`config.mk`:
```
export PLATFORM = sky130hd
export DESIGN_NAME = flash_cmd_arbiter
export DESIGN_NICKNAME = d
export VERILOG_FILES = /design/src/rtl/flash_cmd_arbiter.sv
export SDC_FILE = /design/constraint.sdc
export NUM_CORES = 1
export LEC_CHECK = 0
export BUFFER_PORTS_ARGS = -buffer_cell sky130_fd_sc_hd__buf_2
export CORE_UTILIZATION = 25
export DETAILED_ROUTE_END_ITERATION = 8
export PLACE_DENSITY_LB_ADDON = 0.08
export SLEW_MARGIN = 20
export SYNTH_ARGS = -nofsm -noshare
export SYNTH_HDL_FRONTEND = slang
export SYNTH_SLANG_ARGS = --single-unit
```
`constraint.sdc`:
```
create_clock -name clk -period 3.25 [get_ports clk]
set_input_delay 0.325 -clock clk [delete_from_list [all_inputs] [get_ports clk]]
set_output_delay 0.325 -clock clk [all_outputs]
set_load 0.02 [all_outputs]
```
`src/rtl/flash_cmd_arbiter.sv`:
```
// Two-requester (host / garbage-collection) arbiter for a single flash command channel.
// Host wins by default; GC is forced through after STARVE_MAX back-to-back host grants.
module flash_cmd_arbiter #(
  parameter int unsigned ADDR_W     = 16,
  parameter int unsigned STARVE_MAX = 4,
  parameter int unsigned TIMEOUT    = 255
) (
  input  logic              clk,
  input  logic              rst,
  input  logic              h_req,
  input  logic              h_we,
  input  logic [ADDR_W-1:0] h_addr,
  input  logic [31:0]       h_wdata,
  output logic              h_gnt,
  output logic              h_done,
  input  logic              g_req,
  input  logic              g_we,
  input  logic [ADDR_W-1:0] g_addr,
  input  logic [31:0]       g_wdata,
  output logic              g_gnt,
  output logic              g_done,
  output logic [31:0]       rsp_rdata,
  output logic              rsp_err,
  output logic              f_valid,
  output logic              f_we,
  output logic [ADDR_W-1:0] f_addr,
  output logic [31:0]       f_wdata,
  input  logic              f_ready,
  input  logic              f_done,
  input  logic [31:0]       f_rdata
);

  localparam int unsigned SW = $clog2(STARVE_MAX + 2);
  localparam int unsigned TW = $clog2(TIMEOUT + 2);
  localparam logic [SW-1:0] STARVE_LIM = SW'(STARVE_MAX);
  localparam logic [TW-1:0] TO_LAST    = TW'(TIMEOUT - 1);

  localparam logic [1:0] S_IDLE  = 2'd0;
  localparam logic [1:0] S_ISSUE = 2'd1;
  localparam logic [1:0] S_WAIT  = 2'd2;
  localparam logic [1:0] S_RESP  = 2'd3;

  logic [1:0]        state_q, state_d;
  logic [SW-1:0]     starve_q, starve_d;
  logic [TW-1:0]     to_q, to_d;
  logic              owner_q, owner_d;   // 1 = GC owns the in-flight command
  logic              we_q, we_d;
  logic [ADDR_W-1:0] addr_q, addr_d;
  logic [31:0]       wdata_q, wdata_d;

  logic              h_gnt_d, g_gnt_d, h_done_d, g_done_d, f_valid_d, rsp_err_d;
  logic [31:0]       rsp_rdata_d;
  logic              gc_win;

  // GC takes the slot when host is idle or has starved it long enough
  assign gc_win = g_req && (!h_req || (starve_q >= STARVE_LIM));

  assign f_we    = we_q;
  assign f_addr  = addr_q;
  assign f_wdata = wdata_q;

  // Next-state, counter, latch and registered-output logic
  always_comb begin
    state_d     = state_q;
    starve_d    = starve_q;
    to_d        = to_q;
    owner_d     = owner_q;
    we_d        = we_q;
    addr_d      = addr_q;
    wdata_d     = wdata_q;
    rsp_rdata_d = 32'd0;
    rsp_err_d   = 1'b0;
    h_gnt_d     = 1'b0;
    g_gnt_d     = 1'b0;

    case (state_q)
      S_IDLE: begin
        if (h_req || g_req) begin
          state_d = S_ISSUE;
          to_d    = '0;
          owner_d = gc_win;
          if (gc_win) begin
            we_d     = g_we;
            addr_d   = g_addr;
            wdata_d  = g_wdata;
            starve_d = '0;
            g_gnt_d  = 1'b1;
          end else begin
            we_d    = h_we;
            addr_d  = h_addr;
            wdata_d = h_wdata;
            h_gnt_d = 1'b1;
            if (g_req && (starve_q < STARVE_LIM)) starve_d = starve_q + SW'(1);
          end
        end
      end
      S_ISSUE: begin
        if (to_q == TO_LAST) begin
          state_d   = S_RESP;
          rsp_err_d = 1'b1;
        end else begin
          to_d = to_q + TW'(1);
          if (f_ready) state_d = S_WAIT;
        end
      end
      S_WAIT: begin
        // A completion arriving on the timeout edge still counts as success
        if (f_done) begin
          state_d     = S_RESP;
          rsp_rdata_d = we_q ? 32'd0 : f_rdata;
        end else if (to_q == TO_LAST) begin
          state_d   = S_RESP;
          rsp_err_d = 1'b1;
        end else begin
          to_d = to_q + TW'(1);
        end
      end
      default: begin
        state_d = S_IDLE;
      end
    endcase

    f_valid_d = (state_d == S_ISSUE);
    h_done_d  = (state_d == S_RESP) && !owner_d;
    g_done_d  = (state_d == S_RESP) && owner_d;
  end

  // State, context latches and output registers
  always_ff @(posedge clk or posedge rst) begin
    if (rst) begin
      state_q   <= S_IDLE;
      starve_q  <= '0;
      to_q      <= '0;
      owner_q   <= 1'b0;
      we_q      <= 1'b0;
      addr_q    <= '0;
      wdata_q   <= 32'd0;
      h_gnt     <= 1'b0;
      g_gnt     <= 1'b0;
      h_done    <= 1'b0;
      g_done    <= 1'b0;
      f_valid   <= 1'b0;
      rsp_rdata <= 32'd0;
      rsp_err   <= 1'b0;
    end else begin
      state_q   <= state_d;
      starve_q  <= starve_d;
      to_q      <= to_d;
      owner_q   <= owner_d;
      we_q      <= we_d;
      addr_q    <= addr_d;
      wdata_q   <= wdata_d;
      h_gnt     <= h_gnt_d;
      g_gnt     <= g_gnt_d;
      h_done    <= h_done_d;
      g_done    <= g_done_d;
      f_valid   <= f_valid_d;
      rsp_rdata <= rsp_rdata_d;
      rsp_err   <= rsp_err_d;
    end
  end

endmodule

```
After elaboration in Yosys (flattened, before gate mapping)
Cells that the tools add are included.
{"block": "word_totals", "register_bits": 102, "in_bits": 136, "output_inout_bits": 87, "word_cells": 68}
{"block": "op_classes", "n_addsub": 2, "n_lt_le_gt_ge": 2, "eq_ne": 7, "mux": 29, "reduce_logical": 14}
{"cell": "two-way mux 32 bit", "n": 4}
{"cell": "two-way mux 9 bit", "n": 3}
{"cell": "case mux 9 bit (3 select lines)", "n": 1}
{"cell": "two-way mux 16 bit", "n": 1}
{"cell": "two-way mux 1 bit", "n": 11}
{"cell": "two-way mux 2 bit", "n": 5}
{"cell": "adder 9 x 1 -> 9 bit (second input constant)", "n": 1}
{"cell": "equality test 9 x 8 -> 1 bit (second input constant)", "n": 1}
{"cell": "two-way mux 3 bit", "n": 2}
{"cell": "case mux 2 bit (3 select lines)", "n": 1}
{"cell": "AND reduction 3 bit", "n": 2}
{"cell": "equality test 2 x 1 -> 1 bit (second input constant)", "n": 2}
{"cell": "equality test 2 bit (second input constant)", "n": 2}
{"cell": "logical AND 1 bit", "n": 4}
{"cell": "!= test 2 bit (second input constant)", "n": 2}
{"cell": "adder 3 x 1 -> 3 bit (second input constant)", "n": 1}
{"cell": ">= comparator 3 bit (second input constant)", "n": 1}
{"cell": "< comparator 3 bit (second input constant)", "n": 1}
{"cell": "nonzero test 3 bit", "n": 1}
{"cell": "logical NOT 1 bit", "n": 2}
{"cell": "logical NOT 2 bit", "n": 1}
{"cell": "logical OR 1 bit", "n": 2}
{"cell": "case mux 1 bit (2 select lines)", "n": 1}
{"cell": "AND reduction 2 bit", "n": 1}
{"cell": "nonzero test 2 bit", "n": 1}

Logic depth before layout (Yosys ltp)
Gate-level depths: netlist (run 1).
{"block": "logic_depth", "word_depth": 7, "depth_mapped": 8, "ltp_nobuf": 6}

Worst setup path before layout (run 1)
OpenSTA, ideal clock, no wires.
{"block": "synth_timing", "path_kind": "register -> register", "startpoint": "register state_q[0]", "endpoint": "register to_q[7]", "setup_ns": 0.077, "t_arrival_ns": 1.727, "required_ns": 3.173, "path_slack_ns": 1.445, "stages_incl_launch_ff": 7, "path_buffers": 0, "period_less_slack_ns": 1.805, "cell_sequence": "dfrtp_1 > inv_1 > ha_1 > a2bb2oi_4 > nand2_4 > or4_1 > a21oi_1"}
{"block": "synth_between", "elab_chain_len": 3, "elab_cells_between_ends": 8, "classes_between": "eq/ne: 4; mux: 1; reduce/logical: 3"}
{"element": "from (decl)", "line_no": "43", "text": "logic [1:0] state_q, state_d;"}
{"element": "from (signal assigned)", "line_no": "146", "text": "state_q <= state_d;"}
{"element": "equality test 2 bit, or another cell as far along", "line_no": "76", "text": "case (state_q)"}
{"element": "!= test 2 bit (no source line) / nonzero test 3 bit (equally long branches)"}
{"element": "AND reduction 3 bit (no source line)"}
{"element": "to (signal assigned)", "line_no": "148", "text": "to_q <= to_d;"}
{"element": "to (decl)", "line_no": "45", "text": "logic [TW-1:0] to_q, to_d;"}
Parallel ways exist; a longest one is shown, timed or not.
A chain may end at the register's enable or synchronous reset.

Worst setup path in the final report (run 1)
{"block": "layout_timing", "startpoint": "register state_q[0]", "endpoint": "register to_q[0]"}
The elaborated chain is that of the path after synthesis.

==> impl_metrics.ini, run 1 <==
[timing]
worst_clock_skew_ns = 0.00867
hold_viol_final = 0
worstMarginPinSlew_ns = 0.751
worst_slew_margin_rel = 0.497
setup_violations = 0
fin_crit_ns = 2.15
post-route-period-util = 0.660
fmax_ghz = 0.466
setup_total_negative_slack_ns = 0
report.final.slew_viol_count = 0
rsz0062_at_grt = false
finalWorstSetupSlack_ns = 1.10

[worst_setup_path]
cp_max_fo = 15
crit_buf_inv = 2
worstReg2RegEnd = to_q[0]
crit_cells = 6
cp_top_family = simple AND/OR/NAND/NOR gates
reg2reg_depth = 6
cpMaxStageDelayCell = sky130_fd_sc_hd__nor3_2
critical_path.cell_chain = inv_1 -> ha_1 -> inv_1 -> nor3_2 -> nor3_1 -> mux2_2
worst-setup-path-type = flop to flop
crit_arrival_ns = 2.38
path_common_cell = sky130_fd_sc_hd__inv_1
timing.critical_path.from = state_q[0]
r2r_slack_ns = 1.10
r2r_start = state_q[0]
crit_required_ns = 3.48
cpPeakStageDelay_ns = 0.65
critPathLaunchType = flop
end_kind = flop

[clock_network]
cts_max_path_buffers = 2
cts_tree = built
numClockSinks = 102
cts.root.buffer_cell = sky130_fd_sc_hd__clkbuf_16
cts_h_tree_depth = 3
numCtsBuffers = 9
cts_hold_repair.buffers = 0
postCtsSetupBuffers = 0
path_clk_slew_ns = 0.08
worstSkewPairLatency_ns = 0.35
ctsResizeCount = 0

[pwr]
power-per-cell-area_nw_per_um2 = 818
power.share.clock = 0.219
p_switching_mw = 2.02
totalPowerFinal_mw = 4.95
internal-power_mw = 2.93
power_frac_comb = 0.405
ir_worst_vdd_mv = 0.325
p_leak_nw = 3.37
share_seq_of_total_power = 0.376
switching_share = 0.408

[layout]
synthToLayoutAreaGrowth_pct = 38.1
layout.core_utilization = 0.351
antenna_cells = 0
drive_gt1_frac = 0.409
filler_cell_count = 1789
nets = 754

[logic_synthesis]
yosys-top-cells-area = sky130_fd_sc_hd__dfrtp_1 58%, sky130_fd_sc_hd__mux2i_1 11%, sky130_fd_sc_hd__o21ai_0 5.3%
syn-mean-instance-area_um2 = 11.1
synth_top_cell_area_share = 0.582
yosys_warnings = 0
flip_flop_and_latch_count_after_synthesis = 102
synthDistinctLibCells = 36
synth-edff-count = 0
synth_ff_type = sky130_fd_sc_hd__dfrtp_1
post_synth_inst_count = 394
synth_nets = 537
synthDominantAreaCellType = sky130_fd_sc_hd__dfrtp_1
synth.yosys.seq_area_share = 0.582
synthArstFlopShare = 1.00
synth.cell_area_um2 = 4380

[global_route]
grt_start_max_net_pins = 86
global_route_wire_length_before_repair_um = 17500
groute.usage.overall = 0.126
first_global_vias = 3453
initial_antenna_violation_count = 0
grt.overflow.total = 0

[detailed_routing]
detailed_route_vias_per_instance = 4.24
drc = 0
detail_route.first_pass.iterations = 4
drt-wirelength-per-cell_um = 13.3
dr.first_iter.drc_count = 84
vias = 3565
postRouteWirelength_um = 11200
drt.antenna.violating_nets = 0

[job]
maxCapViolations = 0

[placed_design]
hpwl_um = 8360
place.port_buffers = 222
place_ws_ns = 0.982
place_congestion = 0.721

[run_status]
run_status = completed

[die]
pin_count = 223
die-area_um2 = 18100
chipHeight_um = 134
start_util = 0.254
floorplan.rows = 48
core_area_um2 = 17200
dieWidth_um = 134

[worst_hold_path]
worstHoldPathType = primary input to asynchronous set/reset pin
-- routing by layer --
metal / up-vias / part of all wire / wire length (um) / track usage
li1: 1784 / - / - / -
met1: 1663 / 0.42 / 4690 / 0.148
met2: 108 / 0.50 / 5600 / 0.213
met3: 10 / 0.066 / 735 / 0.0420
met4: 0 / 0.014 / 155 / 0.0431
met5: - / 0 / 0 / 0
-- power groups by stage --
stage          clock [mW]  combinational [mW]  sequential [mW]
2_1_floorplan           0               0.889             2.31
3_3_place_gp            0                1.98             1.89
3_5_place_dp            0                2.01             1.89
4_1_cts              1.14                2.01             1.87
5_1_grt              1.18                2.22             1.91
6_report             1.09                2.00             1.86
-- placed cells by master (no fill, tap or decap), types with 2 or more instances in the layout --
master,n
sky130_fd_sc_hd__nor2b_1,2
sky130_fd_sc_hd__or4_1,2
sky130_fd_sc_hd__inv_8,2
sky130_fd_sc_hd__buf_2,222
sky130_fd_sc_hd__a22o_1,2
sky130_fd_sc_hd__and4_1,2
sky130_fd_sc_hd__nand2b_1,2
sky130_fd_sc_hd__dfrtp_1,102
sky130_fd_sc_hd__nor3_1,3
sky130_fd_sc_hd__nand4_1,4
sky130_fd_sc_hd__ha_1,7
sky130_fd_sc_hd__o31ai_1,4
sky130_fd_sc_hd__o21ai_1,10
sky130_fd_sc_hd__buf_4,4
sky130_fd_sc_hd__nand2_1,53
sky130_fd_sc_hd__o21ai_0,46
sky130_fd_sc_hd__and2_1,32
sky130_fd_sc_hd__mux2i_1,49
sky130_fd_sc_hd__inv_6,4
sky130_fd_sc_hd__inv_1,9
sky130_fd_sc_hd__nor2_1,8
sky130_fd_sc_hd__o41ai_1,2
sky130_fd_sc_hd__nand4b_1,2
sky130_fd_sc_hd__a21oi_1,11
sky130_fd_sc_hd__nor4_1,2
sky130_fd_sc_hd__mux2_2,2
sky130_fd_sc_hd__or3_1,4
sky130_fd_sc_hd__clkbuf_16,9
sky130_fd_sc_hd__and3_1,2
-- worst max path at each step --
stage	slack [ns]	to
2_1_floorplan	0.25	f_addr[0]
3_3_place_gp	0.96	g_done
3_5_place_dp	0.98	g_done
4_1_cts	1.09	g_done
5_1_grt	0.92	to_q[5]
6_report	1.10	to_q[0]
-- final cells by class --
type                            count  area [um2]  share of cell area
Clock buffer                        9         225              0.0372
Sequential cell                   102        2550               0.421
Inverter                           10        42.5             0.00702
Multi-Input combinational cell    260        1690               0.279
Clock inverter                      7        73.8              0.0122
Tap cell                          225         282              0.0465
Timing Repair Buffer              228        1190               0.196
-- Yosys cell counts (all sizes together), types with 7 or more instances --
library cell,instances
inv,10
nand2,55
o21ai,57
ha,7
dfrtp,102
clkbuf,12
mux2i,49
nor2,8
buf,10
a21oi,11
and2,32
-- cells by family (layout without fill, tap and decap cells) --
kind of cell,Yosys count,count (layout),share of synthesized area
buffers and inverters,32,254,0.0342
flip-flops,102,102,0.582
AO/OA/AOI/OAI,78,78,0.101
multiplexers,51,51,0.117
adder cells (fa/ha/maj),7,7,0.0200
AND/OR/NAND/NOR,124,124,0.146
-- sequential cells by signal, indices dropped and copies added (netlist names) --
signal and cells:
f_wdata 32, rsp_rdata 32, f_addr 16, to_q 9
starve_q 3, state_q 2, f_valid 1, f_we 1
g_done 1, g_gnt 1, h_done 1, h_gnt 1
owner_q 1, rsp_err 1
-- metrics by stage --
stage	cell area, um2	hold WS, ns	instances
final	6060	0.117	841
after global routing	6060	0.158	841
after CTS	6030	0.149	840
after detailed placement	5730	0.466	824
after global placement	5730	0.459	824
after floorplan	4380	0.454	394
(Power assumes the default switching activity.)
==> inputs of run 2 (changes only) <==
Settings changed: ABC_AREA set to 1.
Clock period 3.25 ns to 2.2 ns, I/O delays scaled along.
==> run 2 against run 1 <==
  * Cell count grew 15%
  * Non-clock buffer count grew 3
  * Maximum frequency grew 15%
  * Largest cell class unchanged
==> impl_metrics.ini, run 2 <==
[run_status]
run_status = completed

[worst_setup_path]
cpMaxStageDelayCell = sky130_fd_sc_hd__dfrtp_1
crit_cells = 7
worst-setup-path-type = flop to flop
cp_max_fo = 25
reg2reg_depth = 7
critPathLaunchType = flop
worstReg2RegEnd = f_wdata[14]
critical_path.cell_chain = inv_1 -> ha_1 -> inv_2 -> nor2_4 -> buf_4 -> o21ai_0 -> o21ai_1
r2r_slack_ns = 0.33
r2r_start = state_q[0]
crit_required_ns = 2.48
crit_arrival_ns = 2.14
crit_buf_inv = 3
cpPeakStageDelay_ns = 0.42
end_kind = flop
cp_top_family = buffers and inverters

[timing]
setup_total_negative_slack_ns = 0
hold_viol_final = 0
fin_crit_ns = 1.87
fmax_ghz = 0.535
worstMarginPinSlew_ns = 0.924
report.final.slew_viol_count = 0
worst_clock_skew_ns = 0.00826
finalWorstSetupSlack_ns = 0.332
worst_slew_margin_rel = 0.383
setup_violations = 0
rsz0062_at_grt = false
post-route-period-util = 0.849

[clock_network]
numClockSinks = 102
postCtsSetupBuffers = 0
cts.root.buffer_cell = sky130_fd_sc_hd__clkbuf_16
path_clk_slew_ns = 0.07
worstSkewPairLatency_ns = 0.35
cts_tree = built
cts_max_path_buffers = 2
cts_h_tree_depth = 3
numCtsBuffers = 9

[layout]
drive_gt1_frac = 0.353
antenna_cells = 0
final_design_area_no_fill_um2 = 6130
nets = 882
final_common_cell = sky130_fd_sc_hd__buf_2
layout_common_cells = 222 x sky130_fd_sc_hd__buf_2, 102 x sky130_fd_sc_hd__dfrtp_1, 96 x sky130_fd_sc_hd__nor2_1
synthToLayoutAreaGrowth_pct = 36.6

[die]
start_util = 0.258
core_area_um2 = 17400
pin_count = 223
floorplan.rows = 48
dieWidth_um = 136
chipHeight_um = 136
die-area_um2 = 18500

[detailed_routing]
vias = 4231
detail_route.first_pass.iterations = 4
drt-wirelength-per-cell_um = 14.2
drt.antenna.violating_nets = 0
drc = 0
detailed_route_vias_per_instance = 4.37
dr.first_iter.drc_count = 166
postRouteWirelength_um = 13700

[logic_synthesis]
most_numerous_cell_in_the_yosys_netlist = sky130_fd_sc_hd__dfrtp_1
syn-mean-instance-area_um2 = 8.60
synth.cell_area_um2 = 4490
synth.yosys.seq_area_share = 0.569
post_synth_inst_count = 522
synthDominantAreaCellType = sky130_fd_sc_hd__dfrtp_1
synth_ff_type = sky130_fd_sc_hd__dfrtp_1
synthArstFlopShare = 1.00
flip_flop_and_latch_count_after_synthesis = 102
synth_nets = 665
yosys-top-cells-count = 102 x sky130_fd_sc_hd__dfrtp_1, 96 x sky130_fd_sc_hd__nor2_1, 89 x sky130_fd_sc_hd__nand2_1, 56 x sky130_fd_sc_hd__inv_1, 54 x sky130_fd_sc_hd__o21ai_0
synth_top_cell_area_share = 0.569
synthDistinctLibCells = 27
yosys-top-cells-area = sky130_fd_sc_hd__dfrtp_1 57%, sky130_fd_sc_hd__nor2_1 8.0%, sky130_fd_sc_hd__nand2_1 7.4%
yosys_warnings = 0
synth-edff-count = 0

[global_route]
global_route_wire_length_before_repair_um = 21500
first_global_vias = 4336
grt.overflow.total = 0
groute.usage.overall = 0.151
grt_start_max_net_pins = 51
initial_antenna_violation_count = 1

[job]
maxCapViolations = 0

[worst_hold_path]
min_delay_worst_endpoint = rsp_rdata[3]
worstHoldPathType = primary input to flop
min_path_cells = 3
min_from = f_rdata[3]

[pwr]
power-per-cell-area_nw_per_um2 = 1230
ir_worst_vdd_mv = 0.575
p_leak_nw = 3.38

[placed_design]
place_ws_ns = 0.157
hpwl_um = 9760
place.port_buffers = 222
place_congestion = 0.819
placement.cell_area_um2 = 5830
run 2: cell count changes in the layout (fill, tap and decap cells not counted), sizes merged, moves of 3 or more:
cell	delta
o21ai	+50
mux2i	-49
a21oi	-6
nor2	+93
or3	-4
nand3	+10
and2	-32
inv	+48
nand2	+37
o31ai	-4
nor3	-3
run 2: worst max path at each step:
| stage | to | from |
|---|---|---|
| floorplan | to_q[8] | state_q[1] |
| global placement | h_done | state_q[0] |
| detailed placement | h_done | state_q[1] |
| CTS | h_done | state_q[1] |
| global route | h_done | state_q[1] |
| finish | f_wdata[14] | state_q[0] |
run 2: power by group:
group / total [mW] / leakage, nW / internal (mW) / switching (mW)
registers: 2.79 / 1.32 / 2.47 / 0.316
logic: 3.20 / 1.91 / 1.03 / 2.17
clock network: 1.58 / 0.143 / 0.820 / 0.761
total: 7.57 / 3.38 / 4.32 / 3.25
run 2: per-layer routing:
metal	share of wire	routed length (um)	vias up	track usage
met5	0.0012	16	-	0
met4	0.012	163	2	0.0494
met3	0.081	1110	16	0.0406
met2	0.48	6560	171	0.265
met1	0.43	5890	1971	0.177
li1	-	-	2071	-
run 2: area by class of cell:
cell class	count	area, um2
tap	225	282
sequential	102	2550
inverter	61	235
clock inverter	6	52.6
clock buffer	10	239
fill	1872	11300
timing repair buffer	231	1210
multi-input combinational	334	1570
run 2: cells by family (layout without fill, tap and decap cells):
family                     count (synthesis)  count (layout)  synth area share
and+or+nand+nor                          209             209             0.190
adders and majority gates                  7               7            0.0195
xor gates and xnor gates                   2               2           0.00390
DFF                                      102             102             0.569
buffers and inverters                     86             308            0.0825
AOI/OAI and AO/OA                        116             116             0.136
run 2: stage by stage:
stage,std cells,hold WS (ns),total power [mW],util
3_5_place_dp,952,0.275,6.06,0.335
5_1_grt,969,0.0552,8.16,0.352
3_3_place_gp,952,0.270,6.03,0.335
2_1_floorplan,522,0.326,4.95,-
4_1_cts,969,0.0506,7.70,0.352
6_report,969,0.0707,7.57,0.352
run 2: worst min-delay path: cells and delay by family:
| family | cells | cell delay [ns] |
|---|---|---|
| buf+inv | 2 | 0.13 |
| simple gates | 1 | 0.03 |
run 2: repair_timing:
item                                    CTS  global route
endpoints found under the hold margin    16             0
endpoints found under the setup margin    0             1
hold buffers                              1             0
resized for setup                         0             2
